--- src/rtl/way_onehot_decoder.sv ---
// Binary-to-one-hot way decoder with a registered valid/ready output stage and round-robin victim.
// Define WAY_DEC_LOCK_EN to add lock_mask_i / all_locked_o and lock-aware victim selection.
module way_onehot_decoder #(
  parameter int unsigned CODE_W = 3,
  localparam int unsigned NUM_OUT = 2 ** CODE_W
) (
  input  logic               clk_i,
  input  logic               rst_i,
  input  logic               req_valid_i,
  output logic               req_ready_o,
  input  logic               mode_i,
  input  logic [CODE_W-1:0]  code_i,
`ifdef WAY_DEC_LOCK_EN
  input  logic [NUM_OUT-1:0] lock_mask_i,
  output logic               all_locked_o,
`endif
  output logic               out_valid_o,
  input  logic               out_ready_i,
  output logic [NUM_OUT-1:0] onehot_o,
  output logic [CODE_W-1:0]  code_o,
  output logic [CODE_W-1:0]  ptr_o
);

  logic               out_valid_q, out_valid_d;
  logic [NUM_OUT-1:0] onehot_q, onehot_d;
  logic [CODE_W-1:0]  code_q, code_d;
  logic [CODE_W-1:0]  ptr_q, ptr_d;
  logic               accept;
  logic [CODE_W-1:0]  victim;
  logic               victim_found;
`ifdef WAY_DEC_LOCK_EN
  logic               all_locked_q, all_locked_d;
`endif

  // Single register stage: a draining consumer frees the slot in the same cycle.
  assign req_ready_o = ~out_valid_q | out_ready_i;
  assign accept      = req_valid_i & req_ready_o;

`ifdef WAY_DEC_LOCK_EN
  // Cyclic priority search: nearest unlocked way at or above the pointer wins.
  always_comb begin
    victim       = ptr_q;
    victim_found = 1'b0;
    for (int i = 0; i < NUM_OUT; i++) begin
      if (!victim_found && !lock_mask_i[ptr_q + CODE_W'(i)]) begin
        victim       = ptr_q + CODE_W'(i);
        victim_found = 1'b1;
      end
    end
  end
`else
  assign victim       = ptr_q;
  assign victim_found = 1'b1;
`endif

  always_comb begin
    out_valid_d = out_valid_q;
    onehot_d    = onehot_q;
    code_d      = code_q;
    ptr_d       = ptr_q;
`ifdef WAY_DEC_LOCK_EN
    all_locked_d = all_locked_q;
`endif
    if (accept) begin
      out_valid_d = 1'b1;
      if (!mode_i) begin
        code_d   = code_i;
        onehot_d = NUM_OUT'(1) << code_i;
`ifdef WAY_DEC_LOCK_EN
        all_locked_d = 1'b0;
`endif
      end else if (victim_found) begin
        code_d   = victim;
        onehot_d = NUM_OUT'(1) << victim;
        ptr_d    = victim + CODE_W'(1);
`ifdef WAY_DEC_LOCK_EN
        all_locked_d = 1'b0;
`endif
      end else begin
        // Every way locked: report the pointer, no enable, pointer holds.
        code_d   = ptr_q;
        onehot_d = '0;
`ifdef WAY_DEC_LOCK_EN
        all_locked_d = 1'b1;
`endif
      end
    end else if (out_ready_i) begin
      out_valid_d = 1'b0;
    end
  end

  always_ff @(posedge clk_i) begin
    if (rst_i) begin
      out_valid_q <= 1'b0;
      onehot_q    <= '0;
      code_q      <= '0;
      ptr_q       <= '0;
`ifdef WAY_DEC_LOCK_EN
      all_locked_q <= 1'b0;
`endif
    end else begin
      out_valid_q <= out_valid_d;
      onehot_q    <= onehot_d;
      code_q      <= code_d;
      ptr_q       <= ptr_d;
`ifdef WAY_DEC_LOCK_EN
      all_locked_q <= all_locked_d;
`endif
    end
  end

  assign out_valid_o = out_valid_q;
  assign onehot_o    = onehot_q;
  assign code_o      = code_q;
  assign ptr_o       = ptr_q;
`ifdef WAY_DEC_LOCK_EN
  assign all_locked_o = all_locked_q;
`endif

endmodule
--- config.mk ---
export PLATFORM = sky130hd
export DESIGN_NAME = way_onehot_decoder
export DESIGN_NICKNAME = d
export VERILOG_FILES = /design/src/rtl/way_onehot_decoder.sv
export SDC_FILE = /design/constraint.sdc
export NUM_CORES = 1
export LEC_CHECK = 0
export BUFFER_PORTS_ARGS = -buffer_cell sky130_fd_sc_hd__buf_4
export CORE_AREA = 2 2 39 41
export DETAILED_ROUTE_END_ITERATION = 10
export DIE_AREA = 0 0 41 43
export GPL_TIMING_DRIVEN = 0
export PLACE_DENSITY = 0.87
export SETUP_SLACK_MARGIN = 0.05
export SLEW_MARGIN = 20
export SYNTH_ARGS = -nofsm -noshare
export SYNTH_HDL_FRONTEND = slang
export SYNTH_SLANG_ARGS = --single-unit
--- constraint.sdc ---
create_clock -name clk_i -period 2.7 [get_ports clk_i]
set_clock_uncertainty 0.15 [all_clocks]
set_input_delay 0.135 -clock clk_i [delete_from_list [all_inputs] [get_ports clk_i]]
set_output_delay 0.135 -clock clk_i [all_outputs]
set_load 0.01 [all_outputs]
==> metrics.yaml, run 1 <==
status: "finished, final reports clean"
yosysWarnings: 0
chipHeight_um: 43
power_density_mw_per_mm2: 517.0
slew_violations: 0
hold_path_class: "in -> reg"
insertion_delay_ns: 0.28
min_to: "out_valid_o"
clock_sinks: 15
syn_to_final_growth_pct: 37.42
grt-ovfl-total: 0
layout-drive-gt1-share_pct: 34.41
ir_drop_v: 0.0003294
initial_utilization_pct: 44.94
cts_resized: 0
routedWlPerCell_um: 12.17
drc: 0
cpPeakStageDelay_ns: 0.54
ys_types: 23
syn_area_sq_um: 621.8
first_global_vias: 500
critPathLaunch: "mode_i"
h-tree-depth: 1
dr_total_vias: 559
p_leak_nw: 0.3881
crit_type: "in -> reg"
syn_nets: 74
fmaxAchievable_mhz: 638.1
period_share_pct: 58.04
via_per_inst: 5.128
min_path_cells: 3
num_antenna_cells: 0
clockBufferDepth: 2
critPathLaunchType: "primary input"
endpoint_kind: "flop"
grt_pass1_wl_mm: 2.049
synth_top_area_share_pct: 48.29
synth.area.top_cells: "dfxtp_1, a22oi_1, nor2_1"
r2r-start: "ptr_o[0]"
routed_wl_mm: 1.327
synthTopCellsByCount: "dfxtp_1, nor2_1, a22oi_1"
placed_cells: 103
core_area_sq_mm: 0.001384
rr_worst_depth: 4
setup_tns_ns: 0
io_buffer_count: 22
fillers: 129
drtIter0Drc: 10
crit_family: "buffers and inverters"
dr.pass1.iters: 6
hp-start: "req_valid_i"
synth_cells: 65
final-instance-count-excl-fill: 109
ys.flop_type: "dfxtp_1"
ys_seq_area_share_pct: 48.29
place_hpwl_um: 985.9
cp_max_fo: 6
setup_viol: 0
root_buffer: "clkbuf_4"
fp.dieW_um: 41
gr-usage-all-layers_pct: 17.55
antenna_found_initial: 0
ys_async_sr_fraction_pct: 0
synth.avg_cell_area_sq_um: 9.567
rows: 14
worstMarginPinSlew_ns: 0.4349
nets: 103
fin_crit_ns: 1.567
antenna_left: 0
ys_ff_latch: 15
dieArea_sq_mm: 0.001763
gp_congestion: 0.6889
slew_headroom_pct: 70.18
regToRegSetupSlack_ns: 1.34
worstPathArrival_ns: 1.64
synth_edf_count: 0
regToRegEndpoint: "onehot_o[2]"
cts_buffers: 3
max_cap_violations: 0
yosys.area.top_type: "dfxtp_1"
finalHoldViolCount: 0
path_clk_slew_ns: 0.09
crit_chain: "dlygate4sd3_1, buf_6, mux2i_1, nor2b_1, a22oi_1, nor2_1"
ios: 24
crit_buf_inv: 2
cts_setup_buffers: 0
yosysMostFrequentCell: "dfxtp_1"
grt_max_degree: 11
worst_ep_required_time_ns: 2.78
crit_slowest_cell: "dlygate4sd3_1"
rsz0062_at_grt: "no"
cts_tree: "yes"
[cell families after synthesis]
| kind of cell | synth area share [%] |
|---|---|
| xor+xnor | 2.817 |
| mux | 5.633 |
| flops | 48.29 |
| simple gates | 22.94 |
| compound gates | 13.68 |
| fa+ha+maj | 2.012 |
| buf+inv | 4.627 |
[state kept, by name, summed over array words and instances (netlist names)]
register     cells
onehot_o         8
code_o           3
out_valid_o      1
ptr_o            3
[through the flow]
| step | cell area (sq um) | util (%) | total power, mW | hold WS, ns | setup WS, ns |
|---|---|---|---|---|---|
| floorplan | 621.8 | - | 0.2835 | 0.05407 | 1.431 |
| global placement | 807.0 | 58.32 | 0.3133 | 0.1917 | 1.386 |
| detailed placement | 807.0 | 58.32 | 0.3149 | 0.1980 | 1.366 |
| CTS | 854.6 | 61.75 | 0.4434 | 0.05480 | 1.130 |
| global route | 854.6 | 61.75 | 0.4616 | 0.07193 | 0.9964 |
| finish | 854.6 | 61.75 | 0.4418 | 0.05649 | 1.133 |
[cells in the final DEF (no fill, tap or decap), drive strengths merged]
master       instances
nand3                2
clkinv               1
nand2b               1
a21oi                2
dfxtp               15
and2                 2
buf                 25
and3                 1
nor2b                2
a211oi               2
ha                   1
nand2                2
nor3b                1
nor3                 1
nand4                1
a22oi                8
inv                  1
dlygate4sd3          2
nor2                14
clkbuf               4
mux2i                2
xor2                 2
mux2                 1
[repair_timing]
| item | 4_1_cts | 5_1_grt |
|---|---|---|
| setup endpoints to repair | 0 | 0 |
| hold endpoints to repair | 5 | 0 |
| hold buffers | 2 | 0 |
[worst max-delay path by stage]
| stage | endpoint | slack, ns | depth (start not counted) |
|---|---|---|---|
| 2_1_floorplan | code_o[0] | 1.43 | 6 |
| 3_3_place_gp | onehot_o[2] | 1.39 | 4 |
| 3_5_place_dp | onehot_o[2] | 1.37 | 4 |
| 4_1_cts | onehot_o[2] | 1.13 | 6 |
| 5_1_grt | onehot_o[1] | 1.0 | 6 |
| 6_report | onehot_o[2] | 1.13 | 6 |
[power by group]
part	internal, mW	total (mW)	switching [mW]
Sequential	0.231	0.237	0.00598
Combinational	0.0382	0.0755	0.0374
Clock	0.0550	0.130	0.0746
Total	0.324	0.442	0.118
[tightest hold or removal path: stages]
cell and delay (ns):
buf_4 0.14, inv_1 0.10, a21oi_1 0.08
[layout make-up]
| type | count | area [sq um] | area share, % |
|---|---|---|---|
| Buffer | 4 | 25.02 | 2.928 |
| Timing Repair Buffer | 24 | 185.2 | 21.67 |
| Clock inverter | 1 | 5.005 | 0.5857 |
| Tap cell | 16 | 20.02 | 2.343 |
| Sequential cell | 15 | 300.3 | 35.14 |
| Inverter | 1 | 3.754 | 0.4392 |
| Multi-Input combinational cell | 45 | 292.8 | 34.26 |
| Clock buffer | 3 | 22.52 | 2.635 |
[routing by layer]
metal / GRT usage [%] / share of wire, % / vias to the layer above
met5: 0 / 0 / -
met4: 12.00 / 2.9 / 0
met3: 3.141 / 7.1 / 5
met2: 25.00 / 45 / 23
met1: 22.92 / 45 / 250
li1: - / - / 281
Power figures use the tool's default switching activity.
==> run 2, diff against run 1 <==
--- a/config.mk
+++ b/config.mk
@@ -6,11 +6,11 @@
 export NUM_CORES = 1
 export LEC_CHECK = 0
 export BUFFER_PORTS_ARGS = -buffer_cell sky130_fd_sc_hd__buf_4
-export CORE_AREA = 2 2 39 41
+export CORE_MARGIN = 1
+export CORE_UTILIZATION = 41
 export DETAILED_ROUTE_END_ITERATION = 10
-export DIE_AREA = 0 0 41 43
 export GPL_TIMING_DRIVEN = 0
-export PLACE_DENSITY = 0.87
+export PLACE_DENSITY = 0.82
 export SETUP_SLACK_MARGIN = 0.05
 export SLEW_MARGIN = 20
 export SYNTH_ARGS = -nofsm -noshare
==> constraint.sdc (replaced) <==
create_clock -name clk_i -period 1.35 [get_ports clk_i]
set_clock_uncertainty 0.15 [all_clocks]
set_input_delay 0.0675 -clock clk_i [delete_from_list [all_inputs] [get_ports clk_i]]
set_output_delay 0.0675 -clock clk_i [all_outputs]
set_load 0.01 [all_outputs]
==> metrics.yaml, run 2 (synthesized netlist as in run 1, its figures left out) <==
status: "finished, final reports clean"
syn_to_final_growth_pct: 51.31
ir_drop_v: 0.0005642  # +71%
worstPathArrival_ns: 1.37  # -0.27 ns
slew_headroom_pct: 72.82  # +2.6 points
grt_max_degree: 11  # unchanged
max_cap_violations: 0  # unchanged
finalHoldViolCount: 0  # unchanged
endpoint_kind: "flop"
rr_worst_depth: 4  # unchanged
layout.cells.most_common: "buf_4"
fillers: 103  # -20%
design_area_sq_um: 940.9  # +10%
grt-ovfl-total: 0  # unchanged
r2r-start: "ptr_o[2]"
num_antenna_cells: 0  # unchanged
fin_crit_ns: 1.300
clockBufferDepth: 2  # unchanged
largest_reg_flops: 8  # unchanged
ios: 24  # unchanged
dieArea_sq_mm: 0.001676  # -4.9%
core_area_sq_mm: 0.001350  # -2.4%
grt_pass1_wl_mm: 2.035  # -0.68%
antenna_found_initial: 0  # unchanged
initial_utilization_pct: 46.06  # +1.1 points
worst_ep_required_time_ns: 1.42  # -1.36 ns
cts_tree: "yes"
rows: 13  # -1
power_density_mw_per_mm2: 968.3  # +87%
antenna_left: 0  # unchanged
layout-drive-gt1-share_pct: 47.37  # +13 points
rsz0062_at_grt: "yes"
routedWlPerCell_um: 13.77  # +13%
period_share_pct: 96.32
placed_cell_area_sq_um: 805.8  # -0.16%
cp_max_fo: 5  # -1
slew_violations: 0  # unchanged
first_global_vias: 471  # -5.8%
hold_path_class: "in -> reg"
drtIter0Drc: 4  # -6
dr.pass1.iters: 4  # -2
chipHeight_um: 40.95  # -4.8%
dr_total_vias: 576  # +3.0%
insertion_delay_ns: 0.28  # about the same
cts_buffers: 3  # unchanged
routed_wl_mm: 1.515  # +14%
fp.dieW_um: 40.95  # -0.13%
min_path_cells: 4  # +1
mostFrequentLayoutCells: "buf_4, dfxtp_1, nor2_1, a22oi_1"
nets: 105  # +1.9%
clock_sinks: 15  # unchanged
fmaxAchievable_mhz: 769.1
via_per_inst: 5.236  # +2.1%
place_hpwl_um: 951.9  # -3.4%
crit_type: "reg -> reg"
p_leak_nw: 0.4079  # +5.1%
worstMarginPinSlew_ns: 0.4077  # -0.02719 ns
regToRegSetupSlack_ns: 0.05  # -1.29 ns
gr-usage-all-layers_pct: 19.10  # +1.6 points
path_clk_slew_ns: 0.09  # about the same
gp_congestion: 0.7389  # +7.3%
min_to: "ptr_o[2]"
setup_tns_ns: 0  # unchanged
regToRegEndpoint: "onehot_o[3]"
h-tree-depth: 1  # unchanged
setup_viol: 0  # unchanged
root_buffer: "clkbuf_4"
critPathLaunchType: "flop"
io_buffer_count: 22  # unchanged
drc: 0  # unchanged
hp-start: "mode_i"
## run 2: cell count changes in the layout (fill, tap and decap cells not counted), sizes merged
cell	previous run	this run
dlygate4sd3	2	3
buf	25	26
## run 2: final cells by class
type,count,area (sq um),area share [%]
Multi-Input combinational cell,45,347.8,36.97
Clock inverter,1,5.005,0.5319
Clock buffer,3,22.52,2.394
Sequential cell,15,302.8,32.18
Buffer,4,37.54,3.989
Inverter,1,3.754,0.3989
Timing Repair Buffer,26,202.7,21.54
Tap cell,15,18.77,1.995
## run 2: where the power goes
group	total, mW	switching (mW)	leakage [nW]	internal, mW
combinational	0.183	0.0886	0.267	0.0946
clock	0.251	0.141	0.0177	0.110
sequential	0.477	0.0149	0.123	0.462
## run 2: how the worst max path moves through the flow
| stage | startpoint | endpoint |
|---|---|---|
| after floorplan | out_valid_o | code_o[0] |
| after global placement | ptr_o[0] | onehot_o[2] |
| after detailed placement | ptr_o[0] | onehot_o[1] |
| after CTS | ptr_o[2] | onehot_o[3] |
| after global routing | ptr_o[2] | onehot_o[1] |
| final | ptr_o[2] | onehot_o[3] |
## run 2: worst max-delay path, cell delays in order (launching register included)
cell and delay [ns]:
dfxtp_2 0.33, mux2_4 0.27, nor3b_4 0.29, a22oi_1 0.11, nor2_1 0.10
## run 2: through the flow
| step | instances | util, % | setup WS, ns | total power [mW] | hold WS, ns |
|---|---|---|---|---|---|
| 3_5_place_dp | 102 | 59.68 | 0.02128 | 0.6301 | 0.1275 |
| 3_3_place_gp | 102 | 59.68 | 0.03504 | 0.6270 | 0.1226 |
| 5_1_grt | 110 | 69.69 | 0.003415 | 0.9542 | 0.02698 |
| 2_1_floorplan | 65 | - | 0.08141 | 0.5669 | -0.01343 |
| 6_report | 110 | 69.69 | 0.04970 | 0.9111 | 0.02779 |
| 4_1_cts | 110 | 65.34 | 0.03439 | 0.8976 | 0.008079 |
## run 2: repair_timing
| action | in CTS | in global routing |
|---|---|---|
| endpoints found under the setup margin | 10 | 12 |
| pin swaps | 5 | 4 |
| buffers inserted | 1 | 0 |
| gates cloned | 0 | 0 |
| resized for setup | 4 | 15 |
| endpoints found under the hold margin | 5 | 0 |
| hold buffers | 3 | 0 |
## run 2: per-layer routing
layer | wire length (um) | vias up | global-route usage (%)
met5 | 0 | - | 0
met4 | 19 | 0 | 10.00
met3 | 48 | 2 | 3.261
met2 | 815 | 12 | 28.13
met1 | 632 | 273 | 26.25
li1 | - | 289 | -
